==> src/rtl/pixel_index_decoder_pkg.sv <==
// Shared definitions for the linear pixel index stream.
// Index producers (sweep counters, fill engines) and the decoder import this
// package so that resolution and coordinate widths stay consistent.
//   X_Y_PRODUCT_BITES : width of a linear index covering X_RES*Y_RES pixels
//   X_RES_DEF/Y_RES_DEF : default screen resolution
//   X_W_DEF/Y_W_DEF/COLOUR_W_DEF : coordinate and colour widths
package pixel_index_decoder_pkg;

    localparam int X_Y_PRODUCT_BITES = 17;
    localparam int X_RES_DEF         = 320;
    localparam int Y_RES_DEF         = 240;
    localparam int X_W_DEF           = 9;
    localparam int Y_W_DEF           = 8;
    localparam int COLOUR_W_DEF      = 3;

    // Number of addressable pixels; indices at or above this are invalid.
    function automatic int pixel_count(input int xr, input int yr);
        return xr * yr;
    endfunction

endpackage

==> src/rtl/index_divider.sv <==
// Bit-serial restoring divider by a constant.
// One quotient bit per cycle, MSB first. The dividend register is shifted
// left in place and receives the quotient bits at its LSB, so after DW steps
// it holds the quotient.
//   clk, rst_n      : clock, asynchronous active-low reset
//   start_i         : load dividend_i, clear remainder and step counter
//   dividend_i      : value to divide
//   done_o          : high during the cycle whose edge performs the last step
//   quotient_o      : quotient (valid once the last step has completed)
//   remainder_o     : remainder (valid once the last step has completed)
module index_divider #(
    parameter int DW      = 17,
    parameter int RW      = 10,
    parameter int DIVISOR = 320
) (
    input  logic          clk,
    input  logic          rst_n,
    input  logic          start_i,
    input  logic [DW-1:0] dividend_i,
    output logic          done_o,
    output logic [DW-1:0] quotient_o,
    output logic [RW-1:0] remainder_o
);

    localparam int CW = $clog2(DW + 1);

    logic [DW-1:0] dq_q;
    logic [RW-1:0] rem_q;
    logic [CW-1:0] cnt_q;
    logic          run_q;

    logic [RW-1:0] rem_sh;
    logic          ge;
    logic [RW-1:0] rem_d;

    // rem < DIVISOR before the shift, so 2*rem+1 fits in RW bits.
    assign rem_sh = {rem_q[RW-2:0], dq_q[DW-1]};
    assign ge     = rem_sh >= RW'(DIVISOR);
    assign rem_d  = ge ? rem_sh - RW'(DIVISOR) : rem_sh;
    assign done_o = run_q && (cnt_q == CW'(DW - 1));

    always_ff @(posedge clk or negedge rst_n) begin
        if (!rst_n) begin
            dq_q  <= '0;
            rem_q <= '0;
            cnt_q <= '0;
            run_q <= 1'b0;
        end else if (start_i) begin
            dq_q  <= dividend_i;
            rem_q <= '0;
            cnt_q <= '0;
            run_q <= 1'b1;
        end else if (run_q) begin
            dq_q  <= {dq_q[DW-2:0], ge};
            rem_q <= rem_d;
            cnt_q <= cnt_q + 1'b1;
            if (done_o) run_q <= 1'b0;
        end
    end

    assign quotient_o  = dq_q;
    assign remainder_o = rem_q;

endmodule

==> src/rtl/pixel_index_decoder.sv <==
// Linear pixel index -> (x, y) decoder for the VGA adapter plot interface.
// Accepts an index and colour in IDLE, range-checks it, divides by X_RES
// bit-serially and presents the result on a valid/ready handshake.
//   clk, resetn           : clock, asynchronous active-low reset
//   in_valid/in_ready     : index stream handshake (in_ready only in IDLE)
//   in_index, in_colour   : linear pixel index and its colour
//   out_valid/out_ready   : decoded pixel handshake towards the adapter
//   out_x, out_y          : index mod X_RES, index div X_RES
//   out_colour            : colour captured with the index
//   err                   : one-cycle pulse for an accepted out-of-range index
//   busy                  : decoder is not idle
module pixel_index_decoder
    import pixel_index_decoder_pkg::*;
#(
    parameter int X_RES    = X_RES_DEF,
    parameter int Y_RES    = Y_RES_DEF,
    parameter int IDX_W    = X_Y_PRODUCT_BITES,
    parameter int X_W      = X_W_DEF,
    parameter int Y_W      = Y_W_DEF,
    parameter int COLOUR_W = COLOUR_W_DEF
) (
    input  logic                clk,
    input  logic                resetn,
    input  logic                in_valid,
    output logic                in_ready,
    input  logic [IDX_W-1:0]    in_index,
    input  logic [COLOUR_W-1:0] in_colour,
    output logic                out_valid,
    input  logic                out_ready,
    output logic [X_W-1:0]      out_x,
    output logic [Y_W-1:0]      out_y,
    output logic [COLOUR_W-1:0] out_colour,
    output logic                err,
    output logic                busy
);

    localparam int PIXELS = pixel_count(X_RES, Y_RES);

    typedef enum logic [1:0] {
        S_IDLE   = 2'd0,
        S_DIVIDE = 2'd1,
        S_DONE   = 2'd2
    } state_t;

    state_t              state_q;
    logic                out_valid_q;
    logic [COLOUR_W-1:0] colour_q;
    logic                err_q;

    logic                accept;
    logic                in_range;
    logic                div_start;
    logic                div_done;
    logic [IDX_W-1:0]    quot;
    logic [X_W:0]        rem;

    assign in_ready  = (state_q == S_IDLE) && resetn;
    assign busy      = (state_q != S_IDLE);
    assign accept    = in_valid && in_ready;
    assign in_range  = in_index < IDX_W'(PIXELS);
    assign div_start = accept && in_range;

    index_divider #(
        .DW      (IDX_W),
        .RW      (X_W + 1),
        .DIVISOR (X_RES)
    ) u_div (
        .clk         (clk),
        .rst_n       (resetn),
        .start_i     (div_start),
        .dividend_i  (in_index),
        .done_o      (div_done),
        .quotient_o  (quot),
        .remainder_o (rem)
    );

    always_ff @(posedge clk or negedge resetn) begin
        if (!resetn) begin
            state_q     <= S_IDLE;
            out_valid_q <= 1'b0;
            colour_q    <= '0;
            err_q       <= 1'b0;
        end else begin
            err_q <= 1'b0;
            case (state_q)
                S_IDLE: begin
                    if (accept && !in_range) begin
                        err_q <= 1'b1;
                    end else if (div_start) begin
                        colour_q <= in_colour;
                        state_q  <= S_DIVIDE;
                    end
                end
                S_DIVIDE: begin
                    if (div_done) begin
                        out_valid_q <= 1'b1;
                        state_q     <= S_DONE;
                    end
                end
                S_DONE: begin
                    if (out_ready) begin
                        out_valid_q <= 1'b0;
                        state_q     <= S_IDLE;
                    end
                end
                default: state_q <= S_IDLE;
            endcase
        end
    end

    // Divider registers stop updating after the last step, so the result
    // holds while the adapter stalls. The range check keeps the quotient
    // below Y_RES, so its upper bits are always zero.
    assign out_valid  = out_valid_q;
    assign out_x      = rem[X_W-1:0];
    assign out_y      = quot[Y_W-1:0];
    assign out_colour = colour_q;
    assign err        = err_q;

    logic unused_bits;
    assign unused_bits = ^{quot[IDX_W-1:Y_W], rem[X_W]};

endmodule

==> config.mk <==
export PLATFORM = sky130hd
export DESIGN_NAME = pixel_index_decoder
export DESIGN_NICKNAME = d
export VERILOG_FILES = /design/src/rtl/pixel_index_decoder_pkg.sv /design/src/rtl/index_divider.sv /design/src/rtl/pixel_index_decoder.sv
export SDC_FILE = /design/constraint.sdc
export NUM_CORES = 1
export LEC_CHECK = 0
export CAP_MARGIN = 15
export CELL_PAD_IN_SITES_DETAIL_PLACEMENT = 2
export CELL_PAD_IN_SITES_GLOBAL_PLACEMENT = 2
export CORE_ASPECT_RATIO = 0.7
export CORE_MARGIN = 5
export CORE_UTILIZATION = 35
export DETAILED_ROUTE_END_ITERATION = 8
export GPL_TIMING_DRIVEN = 0
export PLACE_DENSITY = 0.89
export SYNTH_ARGS = -nofsm -noshare
export SYNTH_HDL_FRONTEND = slang
export SYNTH_SLANG_ARGS = --single-unit
==> constraint.sdc <==
create_clock -name clk -period 4.8 [get_ports clk]
set_input_delay 1.2 -clock clk [delete_from_list [all_inputs] [get_ports clk]]
set_output_delay 1.2 -clock clk [all_outputs]
set_load 0.02 [all_outputs]
==> impl_results.md, run 1 <==
* Largest net degree at the start of global routing at 30
* Sequential share of the synthesized area at 0.477
* Crit-path slowest cell: clkdlybuf4s50_1
* Worst r2r dst: u_div.quotient_o[0]$_DFFE_PN0P_
* Area leader, netlist: dfrtp_1
* Reg2Reg Setup Slack at 2.74 ns
* Reg2reg start: u_div.remainder_o[6]$_DFFE_PN0P_
* Gpl congestion at around 0.76
* Avg WL per Cell at 19.1 microns
* Die X at 101 microns
* EDFF count, synth at 0
* Post-Syn Area at 2050 sq um
* DRT Pass-1 Iters at 3
* Initial antenna violation count at 0
* Die height at 74.0 microns
* # port buffers at 47
* Clock Skews at 0.0145 ns
* Setup TNS at 0 ns
* Clk Latency, worst-skew pair at about 0.3 ns
* Final hold viol count at 0
* Routed WL at 5710 microns
* Worst setup EP type: output pin
* Peak Freq at around 0.26 GHz
* Vias at around 1,500
* # nets final at between 200 and 300
* CTS Sinks at 39
* Syn Inst Count at 168
* Global-route wire length before repair at 9160 microns
* Maximum VDD drop at 0.000298 V
* Asr flop ratio synth at 1.00
* Syn_nets at 196
* P&R area growth vs syn at 33.4%
* Number of global-route vias before repair at about 1,700
* TritonCTS clock tree: done
* I/O pins at 48
* Max Buffers Root-to-Sink at 2
* Setup Buffers After CTS at 0
* Crit path time final at 3.83 ns
* Clock Pin Slew Worst Setup and Hold Paths at about 0.08 ns
* Initial Util at 0.359
* Total die area at 7500 sq um
* Synth warn at 0
* Worst Path Arrival at around 2.6 ns
* Setup violators final at 0
* GR Overflow Total at 0
* RSZ-0062 raised after global routing: false
* Worst Hold Class: reg -> reg
* Max-Cap Viols at 0
* Crit-path cells: buf_2, buf_12, nor3b_2, clkdlybuf4s50_1
* Pwr/cell area at 687 nW/um^2
* Kind of critical path: in -> out
* Post-CTS Resized at 0
* Ant. Diodes at 0
* Crit path launch type: primary input
* Avg Cell Area, Syn at 12.2 sq um
* Htree depth at 2
* CP max FO at 29
* Status: finished clean
* Worst path required time at 3.60 ns
* Hold wc startpoint: out_colour[2]$_DFFE_PN0P_
* DRC violations left at 0
* Crit path largest cell delay at roughly 0.64 ns
* Layout cells sized above 1 at 0.281
* Vias per cell at approximately 4.9
* Unique masters post-synth at 35
* CTS buffer count at 5
* CTS Hold Buffers Added at 0
* Root buf cell: clkbuf_8
* Min-Delay Path Depth at 1
* Worst Tran Pin Value at 0.703 ns
* Core Region at 5700 sq um
* GRT Total Usage at 0.163
* Synth Register Bits at 39
* Final period utilization at 0.798
* FF-to-FF path depth at 6
* Leak Pwr at 1.21 nW
* Max Slew Vio Count at 0
* Crit-path leading delay family: buffers and inverters
* Dominant synthesized flop cell: dfrtp_1
* Hold Path Sink: out_colour[2]$_DFFE_PN0P_
* Largest cells by area after synthesis: dfrtp_1, mux2_2, mux2_4
* Initial DRC Count at 32
* Row count at 23
* Total chip power at 0.00187 W
* Rel. slew slack at 0.524
* Routed Antenna Nets at 0
* Post-DP HPWL at 4240 microns
* Yosys top cell area share at 0.477
* Buf+Inv Stages, Crit Path at 3
==> cell usage after synthesis (2+ instances only) <==
master,n
mux2_4,13
nor4b_1,2
mux2_2,21
inv_1,7
buf_4,8
nand4_1,2
dfrtp_1,39
nand2_1,10
buf_2,3
nor2_1,16
nand3_1,3
o21ai_0,2
xor2_1,3
nor3_1,2
a211oi_1,2
a21oi_1,5
mux2i_1,9
ha_1,4
==> layout by cell type (no fill, tap or decap), types with 3 or more instances in the layout <==
cell type        instances
inv_1                    7
buf_4                    8
nand2_1                 10
mux2_2                  21
buf_2                    4
nand3_1                  3
xor2_1                   3
a21oi_1                  5
ha_1                     4
clkbuf_8                 7
dfrtp_1                 39
mux2_4                  13
nor2_1                  16
clkdlybuf4s50_1         46
mux2i_1                  9
==> state kept, by name, indices dropped and copies added, names as in the netlist <==
register / flops
state_q: 2
err: 1
out_valid: 1
u_div.quotient_o: 17
u_div.run_q: 1
out_colour: 3
u_div.cnt_q: 5
u_div.remainder_o: 9
==> per-stage QoR <==
step / instance area (sq um) / setup slack [ns] / cells / hold slack (ns) / utilization
floorplan: 2050 / 2.03 / 168 / 0.504 / -
global placement: 2610 / -0.527 / 290 / 0.489 / 0.458
detailed placement: 2630 / 0.952 / 291 / 0.500 / 0.461
CTS: 2730 / 0.941 / 299 / 0.518 / 0.479
global route: 2730 / 0.837 / 299 / 0.547 / 0.479
finish: 2730 / 0.970 / 299 / 0.522 / 0.479
==> kinds of logic (layout without fill, tap and decap cells) <==
family | after synthesis | count (layout) | synth area share
compound gates | 16 | 16 | 0.0563
flops | 39 | 39 | 0.477
fa+ha+maj | 4 | 4 | 0.0245
xor+xnor | 4 | 4 | 0.0171
buf+inv | 22 | 78 | 0.0740
simple gates | 40 | 40 | 0.0960
mux | 43 | 43 | 0.255
==> area by class of cell <==
| cell class | count | area, sq um |
|---|---|---|
| Buffer | 15 | 125 |
| Clock buffer | 7 | 96.3 |
| Clock inverter | 1 | 7.51 |
| Fill cell | 581 | 2970 |
| Inverter | 7 | 26.3 |
| Multi-Input combinational cell | 107 | 918 |
| Sequential cell | 39 | 976 |
| Tap cell | 75 | 93.8 |
| Timing Repair Buffer | 48 | 485 |
==> how the worst max path moves through the flow <==
stage,cells past startpoint,end,startpoint
after floorplan,1,in_ready,resetn
after global placement,3,in_ready,resetn
after detailed placement,4,in_ready,resetn
after CTS,4,in_ready,resetn
after global routing,4,in_ready,resetn
final,4,in_ready,resetn
==> worst register-to-register path, stage by stage (launching register included) <==
cell	delay, ns
dfrtp_1	0.43
inv_1	0.10
ha_1	0.15
nor4b_1	0.59
a221oi_1	0.33
a21oi_1	0.24
mux2_2	0.17
==> power by group <==
group / switching, W / internal (W) / total, W
clock: 0.000123 / 0.000131 / 0.000254
combinational: 0.000431 / 0.000558 / 0.000989
sequential: 0.000148 / 0.000483 / 0.000631
total: 0.000702 / 0.00117 / 0.00187
==> layer usage <==
| layer | track usage | part of all wire | vias up | wire length [microns] |
|---|---|---|---|---|
| met5 | 0 | 0 | - | 0 |
| met4 | 0.0516 | 0.014 | 0 | 80 |
| met3 | 0.0375 | 0.040 | 10 | 227 |
| met2 | 0.275 | 0.50 | 32 | 2870 |
| met1 | 0.209 | 0.44 | 745 | 2530 |
| li1 | - | - | 688 | - |
Note: power is estimated with default switching activity, not from simulation.
==> run 2, diff against run 1 <==
--- a/config.mk
+++ b/config.mk
@@ -10,10 +10,10 @@
 export CELL_PAD_IN_SITES_GLOBAL_PLACEMENT = 2
 export CORE_ASPECT_RATIO = 0.7
 export CORE_MARGIN = 5
-export CORE_UTILIZATION = 35
+export CORE_UTILIZATION = 29
 export DETAILED_ROUTE_END_ITERATION = 8
 export GPL_TIMING_DRIVEN = 0
-export PLACE_DENSITY = 0.89
+export PLACE_DENSITY = 0.79
 export SYNTH_ARGS = -nofsm -noshare
 export SYNTH_HDL_FRONTEND = slang
 export SYNTH_SLANG_ARGS = --single-unit
==> constraint.sdc (replaced) <==
create_clock -name clk -period 3.2 [get_ports clk]
set_input_delay 0.8 -clock clk [delete_from_list [all_inputs] [get_ports clk]]
set_output_delay 0.8 -clock clk [all_outputs]
set_load 0.02 [all_outputs]
==> run 2 against run 1 <==
  * Combinational power is 48% higher
  * Wire length is 3.3% lower
  * Count of clock-buffer cells in the layout is 2 lower
  * Global-route usage is 3.0 points lower
  * Highest routed layer unchanged
  * Critical endpoint unchanged
==> impl_results.md, run 2 (synthesis results as in run 1) <==
* Status: finished clean
* Ant. Diodes at 0
* Setup violators final at 0
* Sw Ratio at 0.375
* Clock Pin Slew Worst Setup and Hold Paths at 0.09 ns
* Total die area at 8860 sq um
* Worst Hold Class: in -> async
* Sequential power share at 0.342
* Worst path required time at 2.40 ns
* Number of flip-flops in the largest register at 17
* Pwr/cell area at 1000 nW/um^2
* Critical Path End: in_ready
* Worst Path Arrival at 2.20 ns
* Post-DP HPWL at 4250 microns
* Die X at around 110 microns
* # nets final at 251
* Worst setup EP type: output pin
* Number of global-route vias before repair at around 1,700
* CTS buffer count at 5
* Htree depth at 2
* CTS Sinks at 39
* Worst hold margin at 0.359 ns
* TritonCTS clock tree: done
* Row count at 25
* Clock Skews at roughly 0.013 ns
* Crit path launch type: primary input
* Switch Pwr at 0.00103 W
* Initial DRC Count at 21
* FF-to-FF path depth at 5
* CP max FO at 27
* Clk Latency, worst-skew pair at 0.31 ns
* Routed WL at about 5500 microns
* GR Overflow Total at 0
* Commonest non-fill, non-tap cell in the layout: clkdlybuf4s50_1
* Rel. slew slack at 0.579
* Final period utilization at 0.938
* Placed Cells at slightly above 300
* # port buffers at 47
* Total internal power at roughly 0.0017 W
* CTS Hold Buffers Added at 0
* FILL cells at between 700 and 800
* Gpl congestion at 0.720
* Logic pwr share at 0.532
* Clk pwr share at 0.126
* Initial antenna violation count at 0
* Crit path time final at about 3 ns
* Setup TNS at 0 ns
* Fin cells at between 300 and 400
* Avg WL per Cell at 17.4 microns
* Kind of critical path: in -> out
* Setup Buffers After CTS at 0
* Initial Util at 0.300
* Die height at ~80 microns
* DRC violations left at 0
* Global-route wire length before repair at a little under 9000 microns
* Root buf cell: clkbuf_8
* Vias per cell at between 4 and 5
* Worst r2r dst: u_div.quotient_o[8]$_DFFE_PN0P_
* I/O pins at 48
* Worst Tran Pin Value at 0.631 ns
* Largest net degree at the start of global routing at 28
* Most frequent cells in the layout: clkdlybuf4s50_1, dfrtp_1, mux2_2
* Maximum VDD drop at about 0.00026 V
* Reg2reg start: state_q[0]$_DFFE_PN0P_
* Max-Cap Viols at 0
* Leak Pwr at approximately 1.2 nW
* Vias at between 1,000 and 1,500
* Layout cells sized above 1 at 0.281
* Peak Freq at 0.333 GHz
* Max Slew Vio Count at 0
* P&R area growth vs syn at 33.9%
* Max Buffers Root-to-Sink at 2
* Setup crit start: resetn
* Reg2Reg Setup Slack at 1.29 ns
* GRT Total Usage at 0.133
* RSZ-0062 raised after global routing: false
* Routed Antenna Nets at 0
* Core Region at 6820 sq um
* DRT Pass-1 Iters at 4
* Final hold viol count at 0
[run 2: cell count changes in the layout (fill, tap and decap cells not counted)]
| cell | delta |
|---|---|
| clkbuf_4 | +1 |
| buf_2 | -1 |
| clkinv_2 | +1 |
| clkbuf_8 | -2 |
| clkinvlp_4 | +1 |
[run 2: power groups by stage]
stage	logic, W	registers, W	clock network (W)
after detailed placement	0.00148	0.000948	0
final	0.00146	0.000937	0.000346
after CTS	0.00149	0.000943	0.000360
after global placement	0.00141	0.000927	0
after global routing	0.00159	0.000972	0.000385
after floorplan	0.000925	0.000960	0
[run 2: timing repair]
item	4_1_cts	5_1_grt
gates resized for setup	0	1
hold endpoints to repair	0	0
endpoints found under the setup margin	0	1
[run 2: worst min path at each step]
stage          slack, ns                 startpoint  cells after the start                               to
5_1_grt             0.35                     resetn                      1  u_div.quotient_o[4]$_DFFE_PN0P_
2_1_floorplan       0.50                     resetn                      0                    err$_DFF_PN0_
3_3_place_gp        0.49  out_colour[1]$_DFFE_PN0P_                      1        out_colour[1]$_DFFE_PN0P_
3_5_place_dp        0.50  out_colour[2]$_DFFE_PN0P_                      1        out_colour[2]$_DFFE_PN0P_
6_report            0.36                     resetn                      1  u_div.quotient_o[4]$_DFFE_PN0P_
4_1_cts             0.40                     resetn                      1  u_div.quotient_o[4]$_DFFE_PN0P_
[run 2: layout make-up]
| class | count | area, sq um | area share |
|---|---|---|---|
| Inverter | 7 | 26.3 | 0.00959 |
| Tap cell | 94 | 118 | 0.0429 |
| Timing Repair Buffer | 48 | 488 | 0.178 |
| Clock buffer | 5 | 68.8 | 0.0251 |
| Buffer | 15 | 125 | 0.0457 |
| Sequential cell | 39 | 976 | 0.356 |
| Multi-Input combinational cell | 107 | 918 | 0.335 |
| Clock inverter | 3 | 20.0 | 0.00731 |
[run 2: layer usage]
layer  GRT usage  wire length [microns]  up-vias
met5           0                      0        -
met4      0.0295                     45        0
met3      0.0402                    230        4
met2       0.221                   2770       27
met1       0.170                   2480      740
li1            -                      -      682
[run 2: per-stage QoR]
stage                     cell area [sq um]  utilization  power [W]  setup WS, ns
after global routing                   2740        0.402    0.00294        0.0860
after floorplan                        2050            -    0.00188          1.00
after global placement                 2630        0.386    0.00233         -1.33
final                                  2740        0.402    0.00274         0.197
after CTS                              2740        0.401    0.00279        0.0526
after detailed placement               2650        0.388    0.00243        0.0671
[run 2: critical path: stages]
cell	delay, ns
clkbuf_4	0.25
buf_12	0.23
nor3b_2	0.26
clkdlybuf4s50_1	0.65
==> run 3, diff against run 2 <==
==> constraint.sdc (replaced) <==
create_clock -name clk -period 2.6 [get_ports clk]
set_input_delay 0.65 -clock clk [delete_from_list [all_inputs] [get_ports clk]]
set_output_delay 0.65 -clock clk [all_outputs]
set_load 0.02 [all_outputs]
==> run 3 against run 2 <==
  * Critical path depth is the same
  * Combinational power grew 23%
  * Clock power grew 23%
==> impl_results.md, run 3 (synthesis results as in run 1) <==
* Status: finished clean
* # nets final at 251
* Clock Pin Slew Worst Setup and Hold Paths at 0.09 ns
* Max-Cap Viols at 0
* Crit-path leading delay family: buffers and inverters
* DRT Pass-1 Iters at 4
* GR Overflow Total at 0
* Crit path time final at 2.37 ns
* Total die area at just under 9000 sq um
* Commonest non-fill, non-tap cell in the layout: clkdlybuf4s50_1
* Die height at 80.3 microns
* Global-route wire length before repair at 8780 microns
* Core Region at 6820 sq um
* Largest net degree at the start of global routing at 28
* Crit-path slowest cell: dlygate4sd2_1
* Number of global-route vias before repair at about 1,700
* Post-DP HPWL at between 4000 and 5000 microns
* Worst setup EP type: output pin
* Crit-path cells: buf_4, buf_12, nor3b_2, dlygate4sd2_1
* # port buffers at 47
* Ant. Diodes at 0
* Design area at 2740 sq um
* Max Slew Vio Count at 0
* Clk Latency, worst-skew pair at slightly above 0.3 ns
* Max Buffers Root-to-Sink at 2
* Root buf cell: clkbuf_8
* Initial Util at 0.300
* Worst Hold Class: in -> async
* TritonCTS clock tree: done
* DRC violations left at 0
* CP max FO at 27
* Routed Antenna Nets at 0
* Final hold viol count at 0
* Number of flip-flops in the largest register at 17
* Leak Pwr at around 1.2 nW
* Avg WL per Cell at 17.4 microns
* P&R area growth vs syn at 33.9%
* Pwr/cell area at 1230 nW/um^2
* CTS Sinks at 39
* Initial antenna violation count at 0
* GRT Total Usage at 0.133
* Gpl congestion at ~0.72
* Placed instance area at 2650 sq um
* Most frequent cells in the layout: clkdlybuf4s50_1, dfrtp_1, mux2_2
* Row count at 25
* Die X at 110 microns
* Kind of critical path: in -> out
* Setup violators final at 0
* Layout cells sized above 1 at 0.281
* Total chip power at 0.00337 W
* Buf+Inv Stages, Crit Path at 3
* Vias at between 1,000 and 1,500
* Peak Freq at 0.421 GHz
* Crit path launch type: primary input
* Rel. slew slack at 0.580
* Worst Tran Pin Value at 0.631 ns
* Maximum VDD drop at 0.000326 V
* Worst Path Arrival at around 1.7 ns
* RSZ-0062 raised after global routing: false
* Htree depth at 2
* Routed WL at ~5500 microns
* CTS buffer count at 5
* Vias per cell at about 4.6
* Worst path required time at 1.95 ns
* Final period utilization at 0.913
* Clock Skews at 0.0134 ns
* Initial DRC Count at 24
* FILL cells at 738
* Crit path largest cell delay at 0.37 ns
* I/O pins at 48
-- run 3: cell types whose count changed in the layout (fill, tap and decap cells not counted), sizes merged --
cell,change
buf,+1
clkbuf,-1
clkdlybuf4s50,-1
dlygate4sd2,+1
-- run 3: path summary, 6_finish.rpt --
kind / end / startpoint / depth (start not counted) / slack (ns)
max in group asynchronous: err$_DFF_PN0_ / resetn / 2 / 2.00
min: u_div.quotient_o[4]$_DFFE_PN0P_ / resetn / 1 / 0.18
min in group clk: out_colour[2]$_DFFE_PN0P_ / out_colour[2]$_DFFE_PN0P_ / 1 / 0.53
max: in_ready / resetn / 4 / 0.23
min reg2reg: out_colour[2]$_DFFE_PN0P_ / out_colour[2]$_DFFE_PN0P_ / 1 / 0.53
max reg2reg: u_div.quotient_o[8]$_DFFE_PN0P_ / state_q[0]$_DFFE_PN0P_ / 5 / 0.70
-- run 3: worst reg2reg max path: cells and delay by family, from the launching register on --
| kind | cells | cell delay [ns] |
|---|---|---|
| AO/OA/AOI/OAI | 1 | 0.39 |
| buffers and inverters | 1 | 0.21 |
| flip-flops | 1 | 0.46 |
| multiplexers | 1 | 0.31 |
| AND/OR/NAND/NOR | 2 | 0.42 |
-- run 3: area by class of cell --
type	instances	area, sq um	area share
Buffer	15	125	0.0457
Clock buffer	5	68.8	0.0251
Clock inverter	3	20.0	0.00731
Inverter	7	26.3	0.00959
Multi-Input combinational cell	107	918	0.335
Sequential cell	39	976	0.356
Tap cell	94	118	0.0429
Timing Repair Buffer	48	487	0.178
-- run 3: what timing repair did --
item                                    in CTS  in global routing
resized for setup                            2                  0
setup buffers                                0                  0
hold buffers                                 0                  0
hold endpoints to repair                     0                  0
endpoints found under the setup margin       1                  0
-- run 3: where the power goes --
part / internal [W] / leakage, nW / switching, W / total (W)
combinational: 0.00103 / 0.684 / 0.000763 / 0.00179
clock: 0.000187 / 0.0402 / 0.000240 / 0.000427
sequential: 0.000891 / 0.476 / 0.000262 / 0.00115
-- run 3: layer usage --
metal | up-vias | GRT usage | part of all wire
li1 | 681 | - | -
met1 | 740 | 0.170 | 0.45
met2 | 27 | 0.221 | 0.50
met3 | 4 | 0.0402 | 0.042
met4 | 0 | 0.0295 | 0.0080
met5 | - | 0 | 0
-- run 3: per-stage QoR --
step | setup slack [ns] | instances | setup TNS, ns | hold WS, ns | utilization
6_report | 0.227 | 318 | 0 | 0.178 | 0.402
5_1_grt | 0.115 | 318 | 0 | 0.170 | 0.402
4_1_cts | 0.174 | 318 | 0 | 0.181 | 0.402
3_5_place_dp | -0.233 | 310 | -1.88 | 0.498 | 0.388
3_3_place_gp | -1.63 | 309 | -58.94 | 0.494 | 0.386
2_1_floorplan | 0.550 | 168 | 0 | 0.354 | -
